--- src/rtl/router_pkg.sv ---
// rtl/router_pkg.sv - shared types and constants for the 1x3 router controller
package router_pkg;

    localparam int         NUM_PORTS    = 3;
    localparam logic [1:0] INVALID_ADDR = 2'b11;

    typedef enum logic [2:0] {
        DECODE_ADDRESS     = 3'd0,
        LOAD_FIRST_DATA    = 3'd1,
        LOAD_DATA          = 3'd2,
        FIFO_FULL_STATE    = 3'd3,
        LOAD_AFTER_FULL    = 3'd4,
        LOAD_PARITY        = 3'd5,
        CHECK_PARITY_ERROR = 3'd6,
        WAIT_TILL_EMPTY    = 3'd7
    } state_e;

endpackage

--- src/rtl/router_fsm.sv ---
// rtl/router_fsm.sv - packet sequencing controller for the 1x3 router
module router_fsm #(
    parameter logic [1:0] INVALID_ADDR = router_pkg::INVALID_ADDR
) (
    input  logic       clock,
    input  logic       reset,
    input  logic       pkt_valid,
    input  logic [1:0] data_in,
    input  logic       fifo_full,
    input  logic       fifo_empty_0,
    input  logic       fifo_empty_1,
    input  logic       fifo_empty_2,
    input  logic       soft_reset_0,
    input  logic       soft_reset_1,
    input  logic       soft_reset_2,
    input  logic       parity_done,
    input  logic       low_pkt_valid,
    output logic       detect_add,
    output logic       lfd_state,
    output logic       ld_state,
    output logic       laf_state,
    output logic       full_state,
    output logic       rst_int_reg,
    output logic       write_enb_reg,
    output logic       busy
);

    import router_pkg::*;

    state_e     state_q, state_d;
    logic [1:0] addr_q, addr_d;

    // Address 3 is padded with a constant 0 so a 2-bit index never runs off the vector.
    logic [NUM_PORTS:0] empty_vec;
    logic [NUM_PORTS:0] soft_vec;

    assign empty_vec = {1'b0, fifo_empty_2, fifo_empty_1, fifo_empty_0};
    assign soft_vec  = {1'b0, soft_reset_2, soft_reset_1, soft_reset_0};

    // Next-state logic: soft reset of the selected port overrides every normal transition.
    always_comb begin
        state_d = state_q;
        addr_d  = addr_q;
        if (state_q != DECODE_ADDRESS && soft_vec[addr_q]) begin
            state_d = DECODE_ADDRESS;
        end else begin
            case (state_q)
                DECODE_ADDRESS: begin
                    if (pkt_valid && data_in != INVALID_ADDR) begin
                        addr_d = data_in;
                        // Destination choice uses the live header bits, not the stale address.
                        state_d = empty_vec[data_in] ? LOAD_FIRST_DATA : WAIT_TILL_EMPTY;
                    end
                end
                WAIT_TILL_EMPTY: begin
                    if (empty_vec[addr_q]) state_d = LOAD_FIRST_DATA;
                end
                LOAD_FIRST_DATA: state_d = LOAD_DATA;
                LOAD_DATA: begin
                    if (fifo_full)       state_d = FIFO_FULL_STATE;
                    else if (!pkt_valid) state_d = LOAD_PARITY;
                end
                FIFO_FULL_STATE: begin
                    if (!fifo_full) state_d = LOAD_AFTER_FULL;
                end
                LOAD_AFTER_FULL: begin
                    if (parity_done)        state_d = DECODE_ADDRESS;
                    else if (low_pkt_valid) state_d = LOAD_PARITY;
                    else                    state_d = LOAD_DATA;
                end
                LOAD_PARITY: state_d = CHECK_PARITY_ERROR;
                CHECK_PARITY_ERROR: begin
                    state_d = fifo_full ? FIFO_FULL_STATE : DECODE_ADDRESS;
                end
                default: state_d = DECODE_ADDRESS;
            endcase
        end
    end

    // State, address and registered Moore outputs decoded from the next state.
    always_ff @(posedge clock) begin
        if (reset) begin
            state_q       <= DECODE_ADDRESS;
            addr_q        <= 2'b00;
            detect_add    <= 1'b1;
            lfd_state     <= 1'b0;
            ld_state      <= 1'b0;
            laf_state     <= 1'b0;
            full_state    <= 1'b0;
            rst_int_reg   <= 1'b0;
            write_enb_reg <= 1'b0;
            busy          <= 1'b0;
        end else begin
            state_q       <= state_d;
            addr_q        <= addr_d;
            detect_add    <= (state_d == DECODE_ADDRESS);
            lfd_state     <= (state_d == LOAD_FIRST_DATA);
            ld_state      <= (state_d == LOAD_DATA);
            laf_state     <= (state_d == LOAD_AFTER_FULL);
            full_state    <= (state_d == FIFO_FULL_STATE);
            rst_int_reg   <= (state_d == CHECK_PARITY_ERROR);
            write_enb_reg <= (state_d == LOAD_FIRST_DATA) || (state_d == LOAD_DATA) ||
                             (state_d == LOAD_PARITY)     || (state_d == LOAD_AFTER_FULL);
            busy          <= !((state_d == DECODE_ADDRESS) || (state_d == LOAD_DATA));
        end
    end

endmodule

--- config.mk ---
export PLATFORM = sky130hd
export DESIGN_NAME = router_fsm
export DESIGN_NICKNAME = d
export VERILOG_FILES = /design/src/rtl/router_pkg.sv /design/src/rtl/router_fsm.sv
export SDC_FILE = /design/constraint.sdc
export NUM_CORES = 1
export LEC_CHECK = 0
export CORE_MARGIN = 10
export CORE_UTILIZATION = 43
export DETAILED_ROUTE_END_ITERATION = 10
export PLACE_DENSITY = 0.76
export SETUP_SLACK_MARGIN = 0.15
export SLEW_MARGIN = 20
export SYNTH_ARGS = -nofsm -noshare
export SYNTH_HDL_FRONTEND = slang
export SYNTH_SLANG_ARGS = --single-unit
--- constraint.sdc ---
create_clock -name clock -period 1.8 [get_ports clock]
set_input_delay 0.36 -clock clock [delete_from_list [all_inputs] [get_ports clock]]
set_output_delay 0.36 -clock clock [all_outputs]
set_load 0.05 [all_outputs]
# Word-level counts from Yosys, hierarchy flattened

Cells that the tools add are included.

Register bits: 13
Latch bits: 0
RAM bits: 0
Bits in read-only memories: 0
Input bits: 14
Logic and storage cells: 55
Memories: 0

$add $sub $neg: 0
Multiply operators: 0
Div/mod/pow operators: 0
Order comparisons: 2
Equality and inequality tests: 14
Shift-type cells: 0
Multiplexer cells: 17
Bitwise logic cells: 1
Reduce and logical (&&, ||, !) cells: 11

Operator list:

| cell                 | count |
|---|---|
| $mux W3              | 9 |
| $pmux W3 S8          | 1 |
| $eq A3 B3 Y1 const B | 7 |
| $eq A3 B2 Y1 const B | 4 |
| $bmux W1 S2          | 3 |
| $eq A3 B1 Y1 const B | 2 |
| $logic_not A3 Y1     | 2 |
| $lt A2 B3 Y1 const B | 2 |
| $logic_or A1 B1 Y1   | 4 |
| $mux W1              | 3 |
| $reduce_and A3 Y1    | 1 |
| $reduce_bool A3 Y1   | 1 |
| $logic_and A1 B1 Y1  | 2 |
| $mux W2              | 1 |
| $ne A2 B2 Y1 const B | 1 |
| $logic_not A1 Y1     | 1 |
| $not A1 Y1           | 1 |

# Logic depth before layout (Yosys ltp)

Depth after elaboration: 10
Mapped depth: 6

# Worst setup path after synthesis

Ideal clock, no wire load.

Path type: reg-to-reg
Start point: register state_q[2]
End point: register rst_int_reg
Arrival: 1461 ps
Required time: 1727 ps
Slack: 266 ps
Cell stages (with the launch flop): 6
Buffers on the path: 1
Cell sequence: dfxtp_1 > buf_6 > or3_4 > a21o_1 > or3_4 > nor3b_2

Cells in the longest elaborated chain, start to end: 5
Elaborated cells on any way between the ends: 18
Classes of those cells: 8 x eq/ne; 7 x mux; 3 x reduce/logical

Ends and longest elaborated chain:

| what                   | line              | RTL |
|---|---|---|
| from (decl)            | router_fsm.sv:30  | `state_e state_q, state_d;` |
| from (signal assigned) | router_fsm.sv:94  | `state_q <= state_d;` |
| $mux W3                | router_fsm.sv:61  | `else if (!pkt_valid) state_d = LOAD_PARITY;` |
| $mux W3                | router_fsm.sv:60  | `if (fifo_full) state_d = FIFO_FULL_STATE;` |
| $pmux W3 S8            | router_fsm.sv:47  | `case (state_q)` |
| $mux W3 *              | router_fsm.sv:44  | `if (state_q != DECODE_ADDRESS && soft_vec[addr_q]) begin` |
| $eq A3 B3 Y1 *         | router_fsm.sv:101 | `rst_int_reg <= (state_d == CHECK_PARITY_ERROR);` |
| to (signal assigned)   | router_fsm.sv:101 |  |
| to (decl)              | router_fsm.sv:23  | `output logic rst_int_reg,` |

Mark *: on every way between the ends. The rest lies on a longest branch, timed or not.
A chain may end at the register's enable or synchronous reset.

# Final worst setup path

Start point: input port low_pkt_valid
End point: register rst_int_reg

Cells in the longest elaborated chain, start to end: 5

Ends and longest elaborated chain:

| what         | line              | RTL |
|---|---|---|
| from (decl)  | router_fsm.sv:17  | `input logic low_pkt_valid,` |
| $mux W3      | router_fsm.sv:68  | `else if (low_pkt_valid) state_d = LOAD_PARITY;` |
| $mux W3      | router_fsm.sv:67  | `if (parity_done) state_d = DECODE_ADDRESS;` |
| $pmux W3 S8  | router_fsm.sv:47  |  |
| $mux W3      | router_fsm.sv:44  |  |
| $eq A3 B3 Y1 | router_fsm.sv:101 |  |

Every way passes these cells.

==> impl_metrics.py <==
metrics = {
    "outcome": {
        "run_status": "finished clean",
    },
    "synthesis": {
        "netlist_top_cells_count": "sky130_fd_sc_hd__dfxtp_1 (13), sky130_fd_sc_hd__nor2_1 (9), sky130_fd_sc_hd__nand2_1 (7), sky130_fd_sc_hd__o21ai_0 (6), sky130_fd_sc_hd__nand3_1 (5)",
        "synth-edff-count": 0,
        "netlist_instances": 78,
        "post_synth_instance_area_um2": 657,
        "synth_seq_area_share": 0.396,
        "synth_warnings": 0,
        "synthMostInstantiatedCell": "sky130_fd_sc_hd__dfxtp_1",
        "postSynth.asyncResetShare": 0,
        "synth_seq_cells": 13,
        "syn_area_per_cell_um2": 8.42,
        "synth_top_area_frac": 0.396,
        "synth_top_flop_cell": "sky130_fd_sc_hd__dfxtp_1",
        "synthesized_netlist_net_count": 92,
        "yosys_cell_types": 28,
        "synthDominantAreaCellType": "sky130_fd_sc_hd__dfxtp_1",
        "synthTopCellsByArea": "sky130_fd_sc_hd__dfxtp_1 (40%), sky130_fd_sc_hd__mux2i_1 (6.1%), sky130_fd_sc_hd__nor2_1 (5.1%), sky130_fd_sc_hd__o21ai_0 (4.6%), sky130_fd_sc_hd__nand2_1 (4.0%)",
    },
    "hold_path": {
        "worstHoldPathType": "flop to flop",
        "hp-start": "addr_q[0]",
    },
    "timing": {
        "worst_slew_pin_slew_ns": 0.333,
        "postLayoutSetupSlackWorst_ns": 0.180,
        "timing_limited_maximum_frequency_ghz": 0.617,
        "setup_tns_ns": 0,
        "final.period_utilization": 0.900,
        "timing.final.hold_violations": 0,
        "final_max_slew_viol_count": 0,
        "setup_viol_count_final": 0,
        "maxSlewHeadroom": 0.778,
        "final.setup_skew_ns": 0.000847,
        "final.min_clock_period_ns": 1.62,
        "rsz0062_at_grt": "true",
    },
    "finish": {
        "syn2layout_area_growth_pct": 59.8,
        "post-route-util": 0.713,
        "largest-register": "state_q",
        "number_of_nets_in_the_finished_design": 132,
        "antenna_cells": 0,
        "drive_gt1_frac": 0.376,
        "multi_input_comb_area_um2": 419,
        "reg.largest.list": "state_q (3), addr_q (2)",
        "number_of_flip_flops_in_the_largest_register": 3,
        "num-fill-cells": 119,
        "fin_cells": 133,
        "seqCellArea_um2": 270,
    },
    "critical_path": {
        "setup.worst_path.class": "input pin to flop",
        "worstReg2RegStart": "state_q[2]",
        "critical-path-max-stage-delay_ns": 0.47,
        "maximum_net_fanout_on_the_critical_path": 3,
        "crit_path_end_kind": "flop",
        "cp-startpoint": "low_pkt_valid",
        "timing.critical_path.cells": "clkdlybuf4s50_1 -> nor2b_2 -> o21ai_1 -> and4_1 -> or3_4 -> nor3b_2",
        "critical-path-slowest-cell": "sky130_fd_sc_hd__clkdlybuf4s50_1",
        "critical_path.startpoint_type": "input pin",
        "cp.arrival_ns": 1.83,
        "crit_required_ns": 2.01,
    },
    "cts": {
        "worst_skew_pair.late_latency_ns": 0.27,
        "cts.hold.buffers_added": 0,
        "cts_post_setup_buffers_inserted": 0,
        "htree_levels": 1,
        "root_buffer": "sky130_fd_sc_hd__clkbuf_4",
        "cts-buffers-inserted": 3,
        "cts_tree": "yes",
        "clock-sinks": 13,
        "max-clock-path-buffers": 2,
        "clkSlewWorstSetupHoldPaths_ns": 0.07,
    },
    "die": {
        "floorplan.die.height_um": 59.1,
        "floorplan.initialDensity": 0.446,
        "placementRows": 14,
        "die_x_um": 59.1,
        "num_io_pins": 22,
        "floorplan.die_area_um2": 3490,
        "core_region_area_um2": 1470,
    },
    "global_route": {
        "globalRouteOverflowTotal": 0,
        "grt_antenna_before_repair": 0,
        "grt_max_degree": 12,
        "first_global_vias": 726,
        "grt.total_usage": 0.107,
        "grt_pass1_wl_um": 3010,
    },
    "placed_design": {
        "portBuffers": 21,
        "placement.setup.worst_slack_ns": -0.309,
        "placedCellCount": 129,
        "hpwlAfterDp_um": 1510,
        "gp_congestion": 0.779,
    },
    "routing": {
        "final_antenna_net_count": 0,
        "drt_drc_violations_left": 0,
        "post_drt_via_cell_ratio": 5.54,
        "drtPass1Iterations": 4,
        "number_of_drc_markers_in_iteration_0": 10,
        "via_total_after_detailed_routing": 737,
        "finalWirelength_um": 1910,
        "routed_wire_length_per_instance_um": 14.4,
    },
    "flow_run": {
        "max-cap-violations": 0,
    },
    "pwr": {
        "totalPowerFinal_mw": 1.80,
        "total_leakage_power_nw": 0.484,
        "peakVddDrop_mv": 0.957,
        "power_per_cell_area_nw_per_um2": 1710,
    },
}
==> report_power, final <==
group	leakage, nW	switching (mW)	internal, mW
sequential	0.109	0.110	0.401
clock	0.0150	0.0901	0.0859
combinational	0.361	0.607	0.506
==> layout by cell type, fill, tap and decap left out, drive strengths merged, types with 3 or more instances in the layout <==
master	count
nor2b	3
nand2	7
o21ai	6
nor3	3
buf	24
a21oi	4
clkbuf	4
nand3	5
nor2	9
mux2i	4
dlygate4sd2	4
dfxtp	13
clkdlybuf4s50	7
==> per-layer routing <==
metal | vias to the layer above | track usage | routed length, µm
met1 | 354 | 0.0955 | 754
met5 | - | 0 | 0
li1 | 358 | - | -
met3 | 0 | 0.0536 | 149
met4 | 0 | 0.0328 | 0
met2 | 25 | 0.204 | 1010
==> path summary, 6_finish.rpt <==
check | depth (start not counted) | slack [ns] | end
setup / recovery | 6 | 0.18 | rst_int_reg
hold reg to reg | 2 | 0.58 | addr_q[0]
hold / removal | 2 | 0.58 | addr_q[0]
setup reg to reg | 4 | 0.20 | rst_int_reg
==> cell families after synthesis <==
kind of cell    share of synthesized area
compound gates                      0.166
buf+inv                            0.0305
flops                               0.396
mux                                0.0781
simple gates                        0.330
==> repair_timing <==
item,4_1_cts,5_1_grt
setup endpoints to repair,6,6
gates resized for setup,12,12
pin swaps,5,0
==> critical path: cells and delay by family <==
family / cells / cell delay [ns]
compound gates: 1 / 0.09
simple gates: 4 / 0.91
buf+inv: 1 / 0.47
==> layout make-up <==
| cell class | count | area share |
|---|---|---|
| multi-input combinational | 62 | 0.399 |
| sequential | 13 | 0.257 |
| timing repair buffer | 37 | 0.296 |
| inverter | 1 | 0.00358 |
| clock buffer | 4 | 0.0250 |
| tap | 16 | 0.0191 |
==> per-stage QoR <==
step           hold slack, ns  area [µm²]
2_1_floorplan           0.432         657
5_1_grt                 0.595        1050
6_report                0.583        1050
3_3_place_gp            0.586         971
4_1_cts                 0.607        1020
3_5_place_dp            0.594         971
(Power assumes the default switching activity.)
